`src/rtl/accumulator_param_if.sv`:
```
// +----------------------------------------------------------------------+
// | accumulator_param_if : operand stream and result bus                 |
// | Revision: 1.0                                                        |
// +----------------------------------------------------------------------+
`default_nettype none

interface accumulator_param_if #(
   parameter int WIDTH = 8,
   parameter int LEN_W = 4
);
   logic             i_start;
   logic [LEN_W-1:0] i_len;
   logic             i_clr;
   logic             i_valid;
   logic [WIDTH-1:0] i_data;
   logic             i_sub;
   logic             o_ready;
   logic             o_busy;
   logic             o_done;
   logic [WIDTH-1:0] o_sum;
   logic             o_carry;
   logic             o_ovf;
   logic [LEN_W-1:0] o_cnt;

   // Operand source / result consumer side
   modport master (
      output i_start, i_len, i_clr, i_valid, i_data, i_sub,
      input  o_ready, o_busy, o_done, o_sum, o_carry, o_ovf, o_cnt
   );

   // Accumulator side
   modport slave (
      input  i_start, i_len, i_clr, i_valid, i_data, i_sub,
      output o_ready, o_busy, o_done, o_sum, o_carry, o_ovf, o_cnt
   );
endinterface

`default_nettype wire

```
`src/rtl/accumulator_param.sv`:
```
// +----------------------------------------------------------------------+
// | accumulator_param : signed burst accumulator, FSM + datapath         |
// | Optional saturation on overflow via macro ACC_SAT_EN                 |
// | Revision: 1.0                                                        |
// +----------------------------------------------------------------------+
`default_nettype none

module accumulator_param #(
   parameter int WIDTH = 8,
   parameter int LEN_W = 4
) (
   input  wire logic           i_clk,
   input  wire logic           i_rst,
   accumulator_param_if.slave  bus
);

   typedef enum logic [1:0] {
      ST_IDLE = 2'd0,
      ST_ACC  = 2'd1,
      ST_DONE = 2'd2
   } state_t;

   localparam logic [WIDTH-1:0] c_sat_max = {1'b0, {(WIDTH-1){1'b1}}};
   localparam logic [WIDTH-1:0] c_sat_min = {1'b1, {(WIDTH-1){1'b0}}};
   localparam logic [LEN_W-1:0] c_cnt_one = {{(LEN_W-1){1'b0}}, 1'b1};

   state_t           r_state;
   state_t           w_next_state;
   logic [LEN_W-1:0] r_len;
   logic [LEN_W-1:0] r_cnt;
   logic [WIDTH-1:0] r_sum;
   logic             r_carry;
   logic             r_ovf;

   logic             w_ready;
   logic             w_done;
   logic             w_start_load;
   logic             w_beat;
   logic [LEN_W-1:0] w_cnt_inc;
   logic [WIDTH:0]   w_raw_add;
   logic [WIDTH:0]   w_raw_sub;
   logic [WIDTH:0]   w_raw;
   logic             w_sign_a;
   logic             w_sign_d;
   logic             w_sign_r;
   logic             w_ovf_beat;
   logic             w_carry_beat;
   logic [WIDTH-1:0] w_result;

   // Datapath arithmetic: borrow of A-D equals the top bit of the extended difference
   assign w_raw_add    = {1'b0, r_sum} + {1'b0, bus.i_data};
   assign w_raw_sub    = {1'b0, r_sum} - {1'b0, bus.i_data};
   assign w_raw        = bus.i_sub ? w_raw_sub : w_raw_add;
   assign w_carry_beat = w_raw[WIDTH];
   assign w_sign_a     = r_sum[WIDTH-1];
   assign w_sign_d     = bus.i_data[WIDTH-1];
   assign w_sign_r     = w_raw[WIDTH-1];
   assign w_ovf_beat   = bus.i_sub ? ((w_sign_a != w_sign_d) && (w_sign_r != w_sign_a))
                                   : ((w_sign_a == w_sign_d) && (w_sign_r != w_sign_a));

`ifdef ACC_SAT_EN
   // Overflow direction follows the accumulator sign before the beat
   assign w_result = w_ovf_beat ? (w_sign_a ? c_sat_min : c_sat_max) : w_raw[WIDTH-1:0];
`else
   assign w_result = w_raw[WIDTH-1:0];
`endif

   assign w_cnt_inc = r_cnt + c_cnt_one;
   assign w_beat    = w_ready && bus.i_valid && !bus.i_clr;

   always_ff @(posedge i_clk or posedge i_rst) begin
      if (i_rst) begin
         r_state <= ST_IDLE;
      end else begin
         r_state <= w_next_state;
      end
   end

   always_comb begin
      w_next_state = r_state;
      w_ready      = 1'b0;
      w_done       = 1'b0;
      w_start_load = 1'b0;
      case (r_state)
         ST_IDLE: begin
            if (bus.i_start) begin
               w_start_load = 1'b1;
               w_next_state = (bus.i_len == '0) ? ST_DONE : ST_ACC;
            end
         end
         ST_ACC: begin
            w_ready = 1'b1;
            if (bus.i_valid && (w_cnt_inc == r_len)) begin
               w_next_state = ST_DONE;
            end
         end
         ST_DONE: begin
            w_done       = 1'b1;
            w_next_state = ST_IDLE;
         end
         default: begin
            w_next_state = ST_IDLE;
         end
      endcase
      // Abort overrides any start or end-of-burst transition
      if (bus.i_clr) begin
         w_next_state = ST_IDLE;
         w_start_load = 1'b0;
      end
   end

   always_ff @(posedge i_clk or posedge i_rst) begin
      if (i_rst) begin
         r_len   <= '0;
         r_cnt   <= '0;
         r_sum   <= '0;
         r_carry <= 1'b0;
         r_ovf   <= 1'b0;
      end else if (bus.i_clr) begin
         r_cnt   <= '0;
         r_sum   <= '0;
         r_carry <= 1'b0;
         r_ovf   <= 1'b0;
      end else if (w_start_load) begin
         r_len   <= bus.i_len;
         r_cnt   <= '0;
         r_sum   <= '0;
         r_carry <= 1'b0;
         r_ovf   <= 1'b0;
      end else if (w_beat) begin
         r_cnt   <= w_cnt_inc;
         r_sum   <= w_result;
         r_carry <= w_carry_beat;
         r_ovf   <= r_ovf | w_ovf_beat;
      end
   end

   assign bus.o_ready = w_ready;
   assign bus.o_busy  = (r_state != ST_IDLE);
   assign bus.o_done  = w_done;
   assign bus.o_sum   = r_sum;
   assign bus.o_carry = r_carry;
   assign bus.o_ovf   = r_ovf;
   assign bus.o_cnt   = r_cnt;

endmodule

`default_nettype wire

```
`src/flat_wrapper.sv`:
```
// flat-port wrapper written by rule: the top's interface ports become plain ports
module accumulator_param_flat 
#(
   parameter int WIDTH = 8,
   parameter int LEN_W = 4
)
  (i_clk, i_rst, bus_i_start, bus_i_len, bus_i_clr, bus_i_valid, bus_i_data, bus_i_sub, bus_o_ready, bus_o_busy, bus_o_done, bus_o_sum, bus_o_carry, bus_o_ovf, bus_o_cnt);
  accumulator_param_if #(.WIDTH(WIDTH), .LEN_W(LEN_W)) bus_i ();
  input  wire logic i_clk;
  input  wire logic i_rst;
  input wire logic [$bits(bus_i.i_start)-1:0] bus_i_start;
  input wire logic [$bits(bus_i.i_len)-1:0] bus_i_len;
  input wire logic [$bits(bus_i.i_clr)-1:0] bus_i_clr;
  input wire logic [$bits(bus_i.i_valid)-1:0] bus_i_valid;
  input wire logic [$bits(bus_i.i_data)-1:0] bus_i_data;
  input wire logic [$bits(bus_i.i_sub)-1:0] bus_i_sub;
  output wire logic [$bits(bus_i.o_ready)-1:0] bus_o_ready;
  output wire logic [$bits(bus_i.o_busy)-1:0] bus_o_busy;
  output wire logic [$bits(bus_i.o_done)-1:0] bus_o_done;
  output wire logic [$bits(bus_i.o_sum)-1:0] bus_o_sum;
  output wire logic [$bits(bus_i.o_carry)-1:0] bus_o_carry;
  output wire logic [$bits(bus_i.o_ovf)-1:0] bus_o_ovf;
  output wire logic [$bits(bus_i.o_cnt)-1:0] bus_o_cnt;
  assign bus_i.i_start = bus_i_start;
  assign bus_i.i_len = bus_i_len;
  assign bus_i.i_clr = bus_i_clr;
  assign bus_i.i_valid = bus_i_valid;
  assign bus_i.i_data = bus_i_data;
  assign bus_i.i_sub = bus_i_sub;
  assign bus_o_ready = bus_i.o_ready;
  assign bus_o_busy = bus_i.o_busy;
  assign bus_o_done = bus_i.o_done;
  assign bus_o_sum = bus_i.o_sum;
  assign bus_o_carry = bus_i.o_carry;
  assign bus_o_ovf = bus_i.o_ovf;
  assign bus_o_cnt = bus_i.o_cnt;
  accumulator_param #(.WIDTH(WIDTH), .LEN_W(LEN_W)) u_core (.i_clk(i_clk), .i_rst(i_rst), .bus(bus_i));
endmodule
```
`config.mk`:
```
export PLATFORM = sky130hd
export DESIGN_NAME = accumulator_param_flat
export DESIGN_NICKNAME = d
export VERILOG_FILES = /design/src/rtl/accumulator_param_if.sv /design/src/rtl/accumulator_param.sv /design/src/flat_wrapper.sv
export SDC_FILE = /design/constraint.sdc
export NUM_CORES = 1
export LEC_CHECK = 0
export ABC_AREA = 1
export CORE_ASPECT_RATIO = 0.7
export CORE_MARGIN = 2
export CORE_UTILIZATION = 52
export CTS_BUF_LIST = sky130_fd_sc_hd__clkbuf_8
export CTS_CLUSTER_SIZE = 16
export DETAILED_ROUTE_END_ITERATION = 6
export GPL_TIMING_DRIVEN = 0
export PLACE_DENSITY = 0.92
export REMOVE_ABC_BUFFERS = 1
export SLEW_MARGIN = 10
export SYNTH_ARGS = -nofsm -noshare
export SYNTH_HDL_FRONTEND = slang
export SYNTH_SLANG_ARGS = --single-unit
```
`constraint.sdc`:
```
create_clock -name i_clk -period 2.3 [get_ports i_clk]
set_input_delay 0.46 -clock i_clk [delete_from_list [all_inputs] [get_ports i_clk]]
set_output_delay 0.46 -clock i_clk [all_outputs]
set_load 0.05 [all_outputs]
```
Yosys cells after proc, flatten, opt, wreduce, memory -nomap -nowiden
Cells that the tools add are included.
- bits in registers: 20
- output and inout bits: 17
- logic and storage cells: 55
- $add $sub $neg: 3
- eq/ne operators: 8
- muxes and demuxes: 24
- bitwise operators: 2
- reductions and logical operators: 12
- operator list (kind ; count):
    $mux 8 ; 3
    $mux 1 ; 12
    $mux 4 ; 3
    $add 8x8->9 ; 1
    $mux 9 ; 1
    $sub 8x8->9 ; 1
    $mux 2 ; 4
    $logic_and 1x1->1 ; 5
    $add 4x1->4 const B ; 1
    $eq 4x4->1 ; 1
    $logic_not 4->1 ; 1
    $pmux 2 s2 ; 1
    $reduce_and 2->1 ; 2
    $ne 3x2->1 const B ; 1
    $ne 3x3->1 const B ; 1
    $reduce_bool 3->1 ; 1
    $eq 2x1->1 const B ; 1
    $eq 2x2->1 const B ; 1
    $logic_not 2->1 ; 1
    $ne 1x1->1 ; 2
    $reduce_bool 2->1 ; 1
    $eq 1x1->1 ; 1
    $logic_not 1->1 ; 1
    $not 1->1 ; 1
    $or 1x1->1 ; 1

Longest topological paths before layout
Gate-level depths: netlist of run 1.
- depth after elaboration: 9
- mapped depth: 18

Worst setup path after synthesis of run 1
Ideal clock, no wire load.
- path type: input-to-reg
- start: input port bus_i_data[0]
- end: register u_core.r_ovf (netlist: u_core.bus.o_ovf)
- arrival: 2.123 ns
- required time: 2.187 ns
- path slack: 0.064 ns
- cell stages on the path: 17
- cells stage by stage: inv_1 -> ha_1 -> inv_1 -> nor2_1 -> nor2_1 -> a21oi_1 -> xnor2_1 -> inv_1 -> ha_1 -> nand2_1 -> nand2_1 -> a21oi_1 -> nand3_1 -> nand3_1 -> nand3_1 -> nand2_1 -> inv_1
- word-level cells in the longest chain between the ends: 9
- elaborated cells between the ends (all ways): 11
- those cells by class: 2 x add/sub; 1 x eq/ne; 5 x mux; 1 x bitwise; 2 x reduce/logical
- RTL lines (what ; line ; source):
    start, declared ; flat_wrapper.sv:15 ; input wire logic [$bits(bus_i.i_data)-1:0] bus_i_data;
    $add 8x8->9 or $sub 8x8->9 (tied branches) ; accumulator_param.sv:51, accumulator_param.sv:52 ;
    $mux 9 * ; accumulator_param.sv:53 ; assign w_raw = bus.i_sub ? w_raw_sub : w_raw_add;
    $ne 1x1->1 * ; accumulator_param.sv:58, accumulator_param.sv:59 ;
    $logic_and 1x1->1 (on tied branches) ; accumulator_param.sv:59, accumulator_param.sv:58 ;
    $mux 1 * ; accumulator_param.sv:58 ; assign w_ovf_beat = bus.i_sub ? ((w_sign_a != w_sign_d) && (w_sign_r != w_sign_a))
    $or 1x1->1 * ; accumulator_param.sv:134 ; r_ovf <= r_ovf | w_ovf_beat;
    $mux 1 * ; accumulator_param.sv:130 ; end else if (w_beat) begin
    $mux 1 * ; accumulator_param.sv:124 ; end else if (w_start_load) begin
    $mux 1 * ; accumulator_param.sv:119 ; end else if (bus.i_clr) begin
    end signal, assigned ; accumulator_param.sv:134 ;
    end, declared ; accumulator_param.sv:33 ; logic r_ovf;
Mark *: on every way between the ends. The rest lies on a longest branch, timed or not. The select of a mux whose other input is x is not followed.
A chain may end at the register's enable or synchronous reset.

Worst setup path after layout of run 1
- start: input port bus_i_data[6]
- end: register u_core.r_carry (netlist: u_core.bus.o_carry)
- word-level cells in the longest chain between the ends: 5
- elaborated cells between the ends (all ways): 6
- those cells by class: 2 x add/sub; 4 x mux
- RTL lines (what ; line ; source):
    $add 8x8->9 or $sub 8x8->9 (tied branches) ; accumulator_param.sv:51, accumulator_param.sv:52 ;
    $mux 9 * ; accumulator_param.sv:53 ;
    $mux 1 * ; accumulator_param.sv:130 ;
    $mux 1 * ; accumulator_param.sv:124 ;
    $mux 1 * ; accumulator_param.sv:119 ;
    end signal, assigned ; accumulator_param.sv:133 ; r_carry <= w_carry_beat;
    end, declared ; accumulator_param.sv:32 ; logic r_carry;
Marks and branches as above.

==> qor.csv, run 1 <==
metric,value,unit
power_leakage,1.04,nW
seq_area_frac_synth,33.1,%
grt_pass1_wl,6150,um
wl_per_cell,13.5,um
gp_congestion,0.886,
stdcell_count,280,
cap_violations,0,
critical_path_class,in2reg,
regToRegSetupSlack,0.37,ns
yosysTopAreaCell,dfrtp_1,
syn_inst,203,
grt_setup_unrepaired,true,
numCtsBuffers,3,
min_delay_path_depth,2,
synth_top_family_by_area,simple AND/OR/NAND/NOR gates,
min_to,u_core.bus.o_carry,
place_area,0.00188,mm2
insertion_delay,0.26,ns
hold_start,u_core.bus.o_carry,
root_buffer,clkbuf_8,
synth_fa_ha_area_share,9.60,%
cp.arrival,2.41,ns
grt_max_degree,21,
synthTopCellsByArea,"dfrtp_1 (33%), nand2_1 (13%), ha_1 (8.3%), inv_1 (7.5%), xor2_1 (5.2%)",
yosys_warnings,0,
wirelength,3790,um
drtIter0Drc,84,
die_h,49.1,um
power_density,607,mW/mm2
p_sw_share,35.5,%
endpoint_kind,flip-flop,
hold_class,reg2reg,
htree_levels,1,
placed_cells,271,
drtPass1Iterations,4,
cts_tree,yes,
grt_usage,24.1,%
worst_r2r_startpoint,u_core.bus.o_sum[0],
tightest_slew,0.753,ns
grt_pass1_vias,1384,
worst_r2r_path_depth,9,
netlist.area_leader.share,33.1,%
n_antenna_cell,0,
pwr-share-clk,28.4,%
r2r-end,u_core.bus.o_sum[6],
hold-worst-slack,0.505,ns
dr_total_vias,1502,
netlist_area,0.00151,mm2
status,"finished, final reports clean",
synth_edf_count,0,
cts_sinks,20,
portBuffers,34,
initial_core_util,54.3,%
synth_mux_area_share,0,%
clock_path_buffers,2,
drive_gt1_share,18.0,%
crit_start,bus_i_data[6],
synth_commonest_cells,"nand2_1 (52), inv_1 (30), dfrtp_1 (20)",
die_w,68.4,um
synth-simple-area-share,27.2,%
avgSynthCellArea,7.45,um2
synth.ff_latch_count,20,
grt_overflow,0,
min_period,2.22,ns
dieArea,0.00336,mm2
synth.distinct_cells,30,
pwr-share-comb,38.1,%
rows,16,
synth_xor_area_share,6.95,%
core-area,0.00278,mm2
viasPerCell,5.36,
slew_headroom,49.8,%
p_int,0.000801,W
synth.most_common_cell,nand2_1,
ant_nets,0,
num-fill-cells,200,
path_clk_slew,0.07,ns
max_freq,0.449,GHz
design.portCount,35,
p_sw,0.000441,W
required,2.49,ns
seqPwrFrac,33.5,%
synth_ff_type,dfrtp_1,
final.period_utilization,96.7,%
ir_worst_vdd,0.357,mV
route.detailed.drc,0,
dp_hpwl,2630,um
async_reset_ff_share,100,%
hold_buffers,0,
antenna_found_initial,0,
finalHoldViolations,0,
fin_area,0.00204,mm2
cp_max_fo,3,
area_growth,35.3,%
slew_violations,0,
final-setup-viol-count,0,
synth-compound-area-share,13.8,%
fin_skew,0.00815,ns
fin_nets,274,
start_kind,input pin,
per-stage QoR:
stage          setup slack, ns  util (%)  setup TNS (ns)  power (W)
2_1_floorplan           0.0650         -               0   0.000719
3_3_place_gp            -0.613      67.6           -2.88   0.000834
3_5_place_dp            -0.698      67.6           -3.34   0.000849
4_1_cts                -0.0546      71.0         -0.0546    0.00121
5_1_grt                -0.0524      73.5         -0.0774    0.00132
6_report                0.0751      73.5               0    0.00124
cell families (layout without fill, tap and decap cells):
kind of cell / count (synthesis) / in the layout
xor gates and xnor gates: 12 / 12
AOI/OAI and AO/OA: 34 / 34
and+or+nand+nor: 91 / 91
DFF: 20 / 20
adders and majority gates: 11 / 11
buffers and inverters: 35 / 76
flip-flops by register name, indices dropped and copies added, names as in the netlist:
register            cells
u_core.bus.o_sum        8
u_core.bus.o_cnt        4
u_core.bus.o_ovf        1
u_core.bus.o_carry      1
u_core.r_state          2
u_core.r_len            4
how the worst max path moves through the flow:
stage | end | slack [ns] | depth (start not counted)
6_report | u_core.bus.o_carry | 0.08 | 12
5_1_grt | u_core.bus.o_carry | -0.05 | 12
4_1_cts | u_core.bus.o_ovf | -0.05 | 19
3_5_place_dp | u_core.bus.o_ovf | -0.70 | 18
3_3_place_gp | u_core.bus.o_ovf | -0.61 | 18
2_1_floorplan | u_core.bus.o_ovf | 0.06 | 17
cell type report:
cell class	count	area, um2	area share (%)
tap	36	45.0	2.20
multi-input combinational	148	937	45.8
clock buffer	3	41.3	2.02
sequential	20	500	24.5
clock inverter	1	30.0	1.47
timing repair buffer	39	365	17.9
inverter	33	125	6.12
what timing repair did:
action	in CTS	in global routing
cloned	0	0
setup buffers	1	4
pin swaps	5	10
endpoints found under the setup margin	5	5
resized for setup	9	25
endpoints found under the hold margin	0	0
critical path, stage by stage:
cell and delay [ns]:
clkdlybuf4s50_1 0.46, nor3_2 0.21, o21ai_0 0.12, xor2_1 0.16
ha_1 0.34, nand2_1 0.10, nor2_1 0.06, nor2_1 0.09
nand3_1 0.13, nand2_1 0.10, nand2_1 0.07, o21ai_2 0.11
power by group through the flow:
stage / Sequential (W) / Clock [W] / Combinational, W
finish: 0.000417 / 0.000353 / 0.000473
global route: 0.000420 / 0.000380 / 0.000517
CTS: 0.000416 / 0.000355 / 0.000443
detailed placement: 0.000422 / 0 / 0.000427
global placement: 0.000420 / 0 / 0.000415
floorplan: 0.000459 / 0 / 0.000260
per-layer routing:
metal  track usage [%]  vias to the layer above  part of all wire [%]
li1                  -                      733                     -
met1              34.0                      715                    45
met2              37.7                       48                    48
met3              5.08                        6                   5.1
met4              5.33                        0                   1.3
met5                 0                        -                     0
cells in the final DEF, fill, tap and decap left out, types with 2 or more instances in the layout:
| cell | count |
|---|---|
| a21oi_1 | 7 |
| inv_1 | 29 |
| dfrtp_1 | 20 |
| nand3_1 | 10 |
| ha_1 | 8 |
| nor2_1 | 12 |
| a21oi_2 | 2 |
| or2_2 | 2 |
| dlymetal6s2s_1 | 3 |
| o22ai_1 | 2 |
| inv_2 | 3 |
| nand2_1 | 49 |
| nor2_2 | 6 |
| o21ai_0 | 10 |
| xor2_1 | 9 |
| nor3_2 | 2 |
| nor2_4 | 2 |
| clkbuf_2 | 4 |
| o21ai_2 | 4 |
| a22o_1 | 2 |
| clkdlybuf4s50_1 | 27 |
| nand2_2 | 3 |
| clkbuf_8 | 3 |
| xnor2_1 | 3 |
| nand3_2 | 2 |
| o211ai_1 | 2 |
| buf_4 | 5 |
Power figures use the tool's default switching activity.
==> run 2, diff against run 1 <==
CAP_MARGIN = 20   (was default)
CORE_ASPECT_RATIO = 0.75   (was 0.7)
==> qor.csv, run 2 (same netlist as run 1, synthesis figures left out) <==
metric,value,unit,change
grt_pass1_wl,6960,um,+13%
power_density,586,mW/mm2,-3.5%
grt_max_degree,21,,unchanged
p_sw_share,40.0,%,+4.6 points
hold_buffers,0,,unchanged
max_freq,0.417,GHz,-7.1%
stdcell_count,288,,+2.9%
root_buffer,clkbuf_8,,
rows,16,,unchanged
portBuffers,34,,unchanged
viasPerCell,5.91,,+10%
drtPass1Iterations,5,,+1
tightest_slew,0.757,ns,+0.00396 ns
finalHoldViolations,0,,unchanged
fin_nets,282,,+2.9%
setup_ws,-0.0962,ns,-0.171 ns
grt_setup_unrepaired,true,,
hold-worst-slack,0.521,ns,+0.0158 ns
gp_congestion,0.849,,-4.1%
wirelength,5030,um,+33%
p_total,0.00125,W,+0.95%
fin_skew,0.00764,ns,-0.000508 ns
path_clk_slew,0.08,ns,about the same
final.period_utilization,104,%,+7.4 points
place_area,0.00188,mm2,unchanged
die_h,50.7,um,+3.2%
insertion_delay,0.28,ns,+0.02 ns
ir_worst_vdd,0.575,mV,+61%
violations,negative setup slack,,
endpoint_kind,flip-flop,,
start_kind,input pin,,
dp_slack,-0.704,ns,-0.00630 ns
p_int,0.000752,W,-6.2%
status,"complete, but fails checks",,
critical_path_class,in2reg,,
dr_total_vias,1701,,+13%
pwr-share-comb,44.1,%,+6.0 points
slew_headroom,49.5,%,-0.26 points
ant_nets,0,,unchanged
core-area,0.00268,mm2,-3.6%
layout.cells.most_common,nand2_1,,
slew_violations,0,,unchanged
numCtsBuffers,3,,unchanged
min_period,2.40,ns,+0.171 ns
design.portCount,35,,unchanged
dieArea,0.00336,mm2,about the same
drive_gt1_share,25.8,%,+7.8 points
hold_class,reg2reg,,
largest_reg_flops,8,,unchanged
htree_levels,1,,unchanged
die_w,66.3,um,-3.2%
p_sw,0.000502,W,+14%
placed_cells,271,,unchanged
drtIter0Drc,184,,+120%
seqPwrFrac,33.4,%,about the same
fin_area,0.00214,mm2,+4.7%
cap_violations,0,,unchanged
cp_max_fo,4,,+1
clock_path_buffers,2,,unchanged
pwr-share-clk,22.5,%,-5.9 points
required,2.52,ns,+0.03 ns
final_cell_mix,"nand2_1 (43), clkdlybuf4s50_1 (26), inv_1 (25), dfrtp_1 (20), buf_4 (14)",,
cts_sinks,20,,unchanged
wl_per_cell,17.5,um,+29%
dp_hpwl,2680,um,+2.0%
worst_r2r_path_depth,9,,unchanged
power_leakage,1.08,nW,+3.9%
cp.arrival,2.62,ns,+0.21 ns
area_growth,41.6,%,
final-setup-viol-count,3,,+3
grt_pass1_vias,1499,,+8.3%
grt_usage,27.6,%,+3.5 points
initial_core_util,56.3,%,+2.0 points
cts_tree,yes,,
route.detailed.drc,0,,unchanged
antenna_found_initial,0,,unchanged
grt_overflow,0,,unchanged
n_antenna_cell,0,,unchanged
min_delay_path_depth,2,,unchanged
run 2: changes by cell type in the layout (fill, tap and decap cells not counted), sizes merged:
cell	delta
buf	+9
bufinv	-1
clkbuf	+1
clkdlybuf4s15	+1
clkdlybuf4s50	-1
dlymetal6s2s	-1
run 2: metrics by stage:
stage / util [%] / TNS, ns
global placement: 70.1 / -2.84
CTS: 75.1 / 0
floorplan: - / 0
detailed placement: 70.1 / -3.56
finish: 79.8 / -0.184
global route: 79.8 / -0.470
run 2: worst paths after layout:
path                                       end  slack [ns]                 from
setup / recovery              u_core.bus.o_ovf        -0.1        bus_i_data[0]
hold / removal                 u_core.r_len[2]        0.52      u_core.r_len[2]
setup reg to reg           u_core.bus.o_sum[6]        0.44  u_core.bus.o_sum[0]
hold reg to reg                u_core.r_len[2]        0.52      u_core.r_len[2]
max in group asynchronous      u_core.r_len[3]        1.20                i_rst
min in group asynchronous    u_core.r_state[1]        0.61                i_rst
run 2: routing by layer:
metal / wire (um) / up-vias / global-route usage (%)
li1: - / 749 / -
met4: 321 / 0 / 13.3
met1: 1860 / 767 / 35.0
met2: 2360 / 146 / 44.3
met5: 0 / - / 0
met3: 490 / 39 / 6.28
run 2: area by class of cell:
type,instances,area [um2]
Fill cell,174,543
Inverter,33,128
Multi-Input combinational cell,148,991
Tap cell,36,45.0
Sequential cell,20,500
Timing Repair Buffer,47,420
Clock buffer,4,55.1
run 2: power groups by stage:
stage          combinational [W]  clock (W)  sequential (W)
2_1_floorplan           0.000260          0        0.000459
3_3_place_gp            0.000416          0        0.000420
3_5_place_dp            0.000428          0        0.000422
4_1_cts                 0.000465   0.000267        0.000416
5_1_grt                 0.000588   0.000298        0.000422
6_report                0.000553   0.000282        0.000419
run 2: what timing repair did:
item | in CTS | in global routing
gates resized for setup | 16 | 40
gates cloned | 0 | 0
endpoints found under the setup margin | 7 | 7
pin swaps | 12 | 17
buffers inserted | 7 | 6
run 2: worst max-delay path, cell delays in order:
cell,delay (ns)
buf_4,0.13
inv_4,0.05
ha_4,0.12
inv_2,0.04
nor2_4,0.14
nor2_4,0.06
a21oi_2,0.18
xnor2_1,0.21
inv_1,0.14
ha_4,0.26
nand2_4,0.07
nand2_4,0.06
a21oi_4,0.21
nand2_2,0.10
nand2_1,0.09
nand3b_1,0.09
nand3_1,0.10
nand2_1,0.06
inv_1,0.05
==> run 3, diff against run 2 <==
CORE_UTILIZATION = 50   (was 52)
PLACE_DENSITY = 0.89   (was 0.92)
==> qor.csv, run 3 (same netlist as run 1, synthesis figures left out) <==
metric,value,unit,change
stdcell_count,279,,-3.1%
wl_per_cell,13.1,um,-25%
fin_skew,0.00815,ns,+0.000514 ns
grt_max_degree,21,,unchanged
tns,0,ns,+0.184 ns
dp_slack,-0.768,ns,-0.0647 ns
final_cell_mix,"nand2_1 (45), inv_1 (28), clkdlybuf4s50_1 (27), dfrtp_1 (20), nor2_1 (13)",,
wirelength,3670,um,-27%
largest_reg_flops,8,,unchanged
viasPerCell,5.04,,-15%
num-fill-cells,227,,+30%
design.portCount,35,,unchanged
drtPass1Iterations,4,,-1
final.period_utilization,96.5,%,-7.7 points
hold-worst-slack,0.491,ns,-0.0295 ns
die_w,67.5,um,+1.9%
power_leakage,1.03,nW,-4.8%
cts_tree,yes,,
initial_core_util,51.9,%,-4.5 points
drtIter0Drc,70,,-62%
max_freq,0.451,GHz,+8.0%
slew_headroom,49.0,%,-0.45 points
rows,17,,+1
route.detailed.drc,0,,unchanged
setup_ws,0.0811,ns,+0.177 ns
min_period,2.22,ns,-0.177 ns
n_antenna_cell,0,,unchanged
start_kind,input pin,,
status,"finished, final reports clean",,
dp_hpwl,2620,um,-2.2%
cp.arrival,2.38,ns,-0.24 ns
antenna_found_initial,0,,unchanged
grt_pass1_wl,5570,um,-20%
tightest_slew,0.764,ns,+0.00677 ns
p_sw_share,35.8,%,-4.2 points
die_h,51.6,um,+1.8%
cts_sinks,20,,unchanged
critical_path_class,in2reg,,
cp_max_fo,6,,+2
p_sw,0.000444,W,-12%
numCtsBuffers,3,,unchanged
ant_nets,0,,unchanged
power_density,607,mW/mm2,+3.5%
worst_r2r_startpoint,u_core.bus.o_sum[0],,
cap_violations,0,,unchanged
pwr-share-comb,37.5,%,-6.6 points
seqPwrFrac,33.5,%,about the same
hold_class,reg2reg,,
layout.cells.most_common,nand2_1,,
path_clk_slew,0.07,ns,about the same
placed_cells,273,,+0.74%
gp_congestion,0.853,,+0.51%
dieArea,0.00348,mm2,+3.7%
finalHoldViolations,0,,unchanged
p_int,0.000795,W,+5.7%
insertion_delay,0.26,ns,-0.02 ns
grt_overflow,0,,unchanged
fin_nets,271,,-3.9%
required,2.46,ns,-0.06 ns
slew_violations,0,,unchanged
crit_start,bus_i_data[0],,
area_growth,35.1,%,
p_total,0.00124,W,-1.2%
clock_path_buffers,2,,unchanged
root_buffer,clkbuf_8,,
final-setup-viol-count,0,,-3
endpoint_kind,flip-flop,,
grt_setup_unrepaired,true,,
grt_usage,21.8,%,-5.8 points
portBuffers,34,,unchanged
hold_start,u_core.bus.o_carry,,
dr_total_vias,1407,,-17%
grt_pass1_vias,1200,,-20%
drive_gt1_share,18.7,%,-7.1 points
pwr-share-clk,29.0,%,+6.5 points
htree_levels,1,,unchanged
core-area,0.00291,mm2,+8.6%
ir_worst_vdd,0.376,mV,-35%
run 3: final timing paths:
kind / end / slack, ns / cells past startpoint
max: u_core.bus.o_ovf / 0.08 / 19
min: u_core.bus.o_carry / 0.49 / 2
max reg2reg: u_core.bus.o_sum[6] / 0.41 / 9
min reg2reg: u_core.bus.o_carry / 0.49 / 2
max in group asynchronous: u_core.bus.o_sum[5] / 1.19 / 2
min in group asynchronous: u_core.r_len[1] / 0.63 / 2
run 3: what timing repair did:
item / in CTS / in global routing
pin swaps: 3 / 15
hold buffers: 0 / 0
gates resized for setup: 10 / 30
buffers inserted: 0 / 2
endpoints found under the setup margin: 7 / 5
run 3: area by class of cell:
type	count	area (um2)	area share [%]
well taps	38	47.5	2.33
multi-input cells	148	952	46.6
flip-flops and latches	20	500	24.5
inverters	33	125	6.13
clock buffers	3	41.3	2.02
repair buffers	36	345	16.9
clock inverters	1	30.0	1.47
run 3: metrics by stage:
step / instance area (um2) / util [%]
CTS: 1980 / 67.8
floorplan: 1500 / -
global placement: 1880 / 64.6
global route: 2040 / 70.1
finish: 2040 / 70.1
detailed placement: 1880 / 64.6
run 3: layer usage:
layer	global-route usage, %	up-vias	wire length [um]	part of all wire [%]
met5	0	-	0	0
met4	4.08	0	20	0.55
met3	4.55	2	177	4.8
met2	36.4	36	1750	48
met1	29.3	646	1720	47
li1	-	723	-	-
run 3: critical path, stage by stage:
cell	delay, ns
buf_4	0.13
inv_2	0.05
ha_2	0.16
inv_2	0.05
nor2_4	0.17
nor2_4	0.05
a21oi_2	0.12
xnor2_1	0.12
inv_1	0.09
ha_4	0.29
nand2_1	0.05
nor2_1	0.14
nand2_2	0.10
nand2_2	0.09
nand2_1	0.05
nand3b_1	0.08
nand3_1	0.07
nand2_1	0.07
inv_1	0.04
run 3: power groups by stage:
stage | logic [W] | clock network [W] | registers (W)
finish | 0.000465 | 0.000359 | 0.000415
global route | 0.000506 | 0.000381 | 0.000420
CTS | 0.000436 | 0.000356 | 0.000415
detailed placement | 0.000426 | 0 | 0.000421
global placement | 0.000416 | 0 | 0.000420
floorplan | 0.000260 | 0 | 0.000459
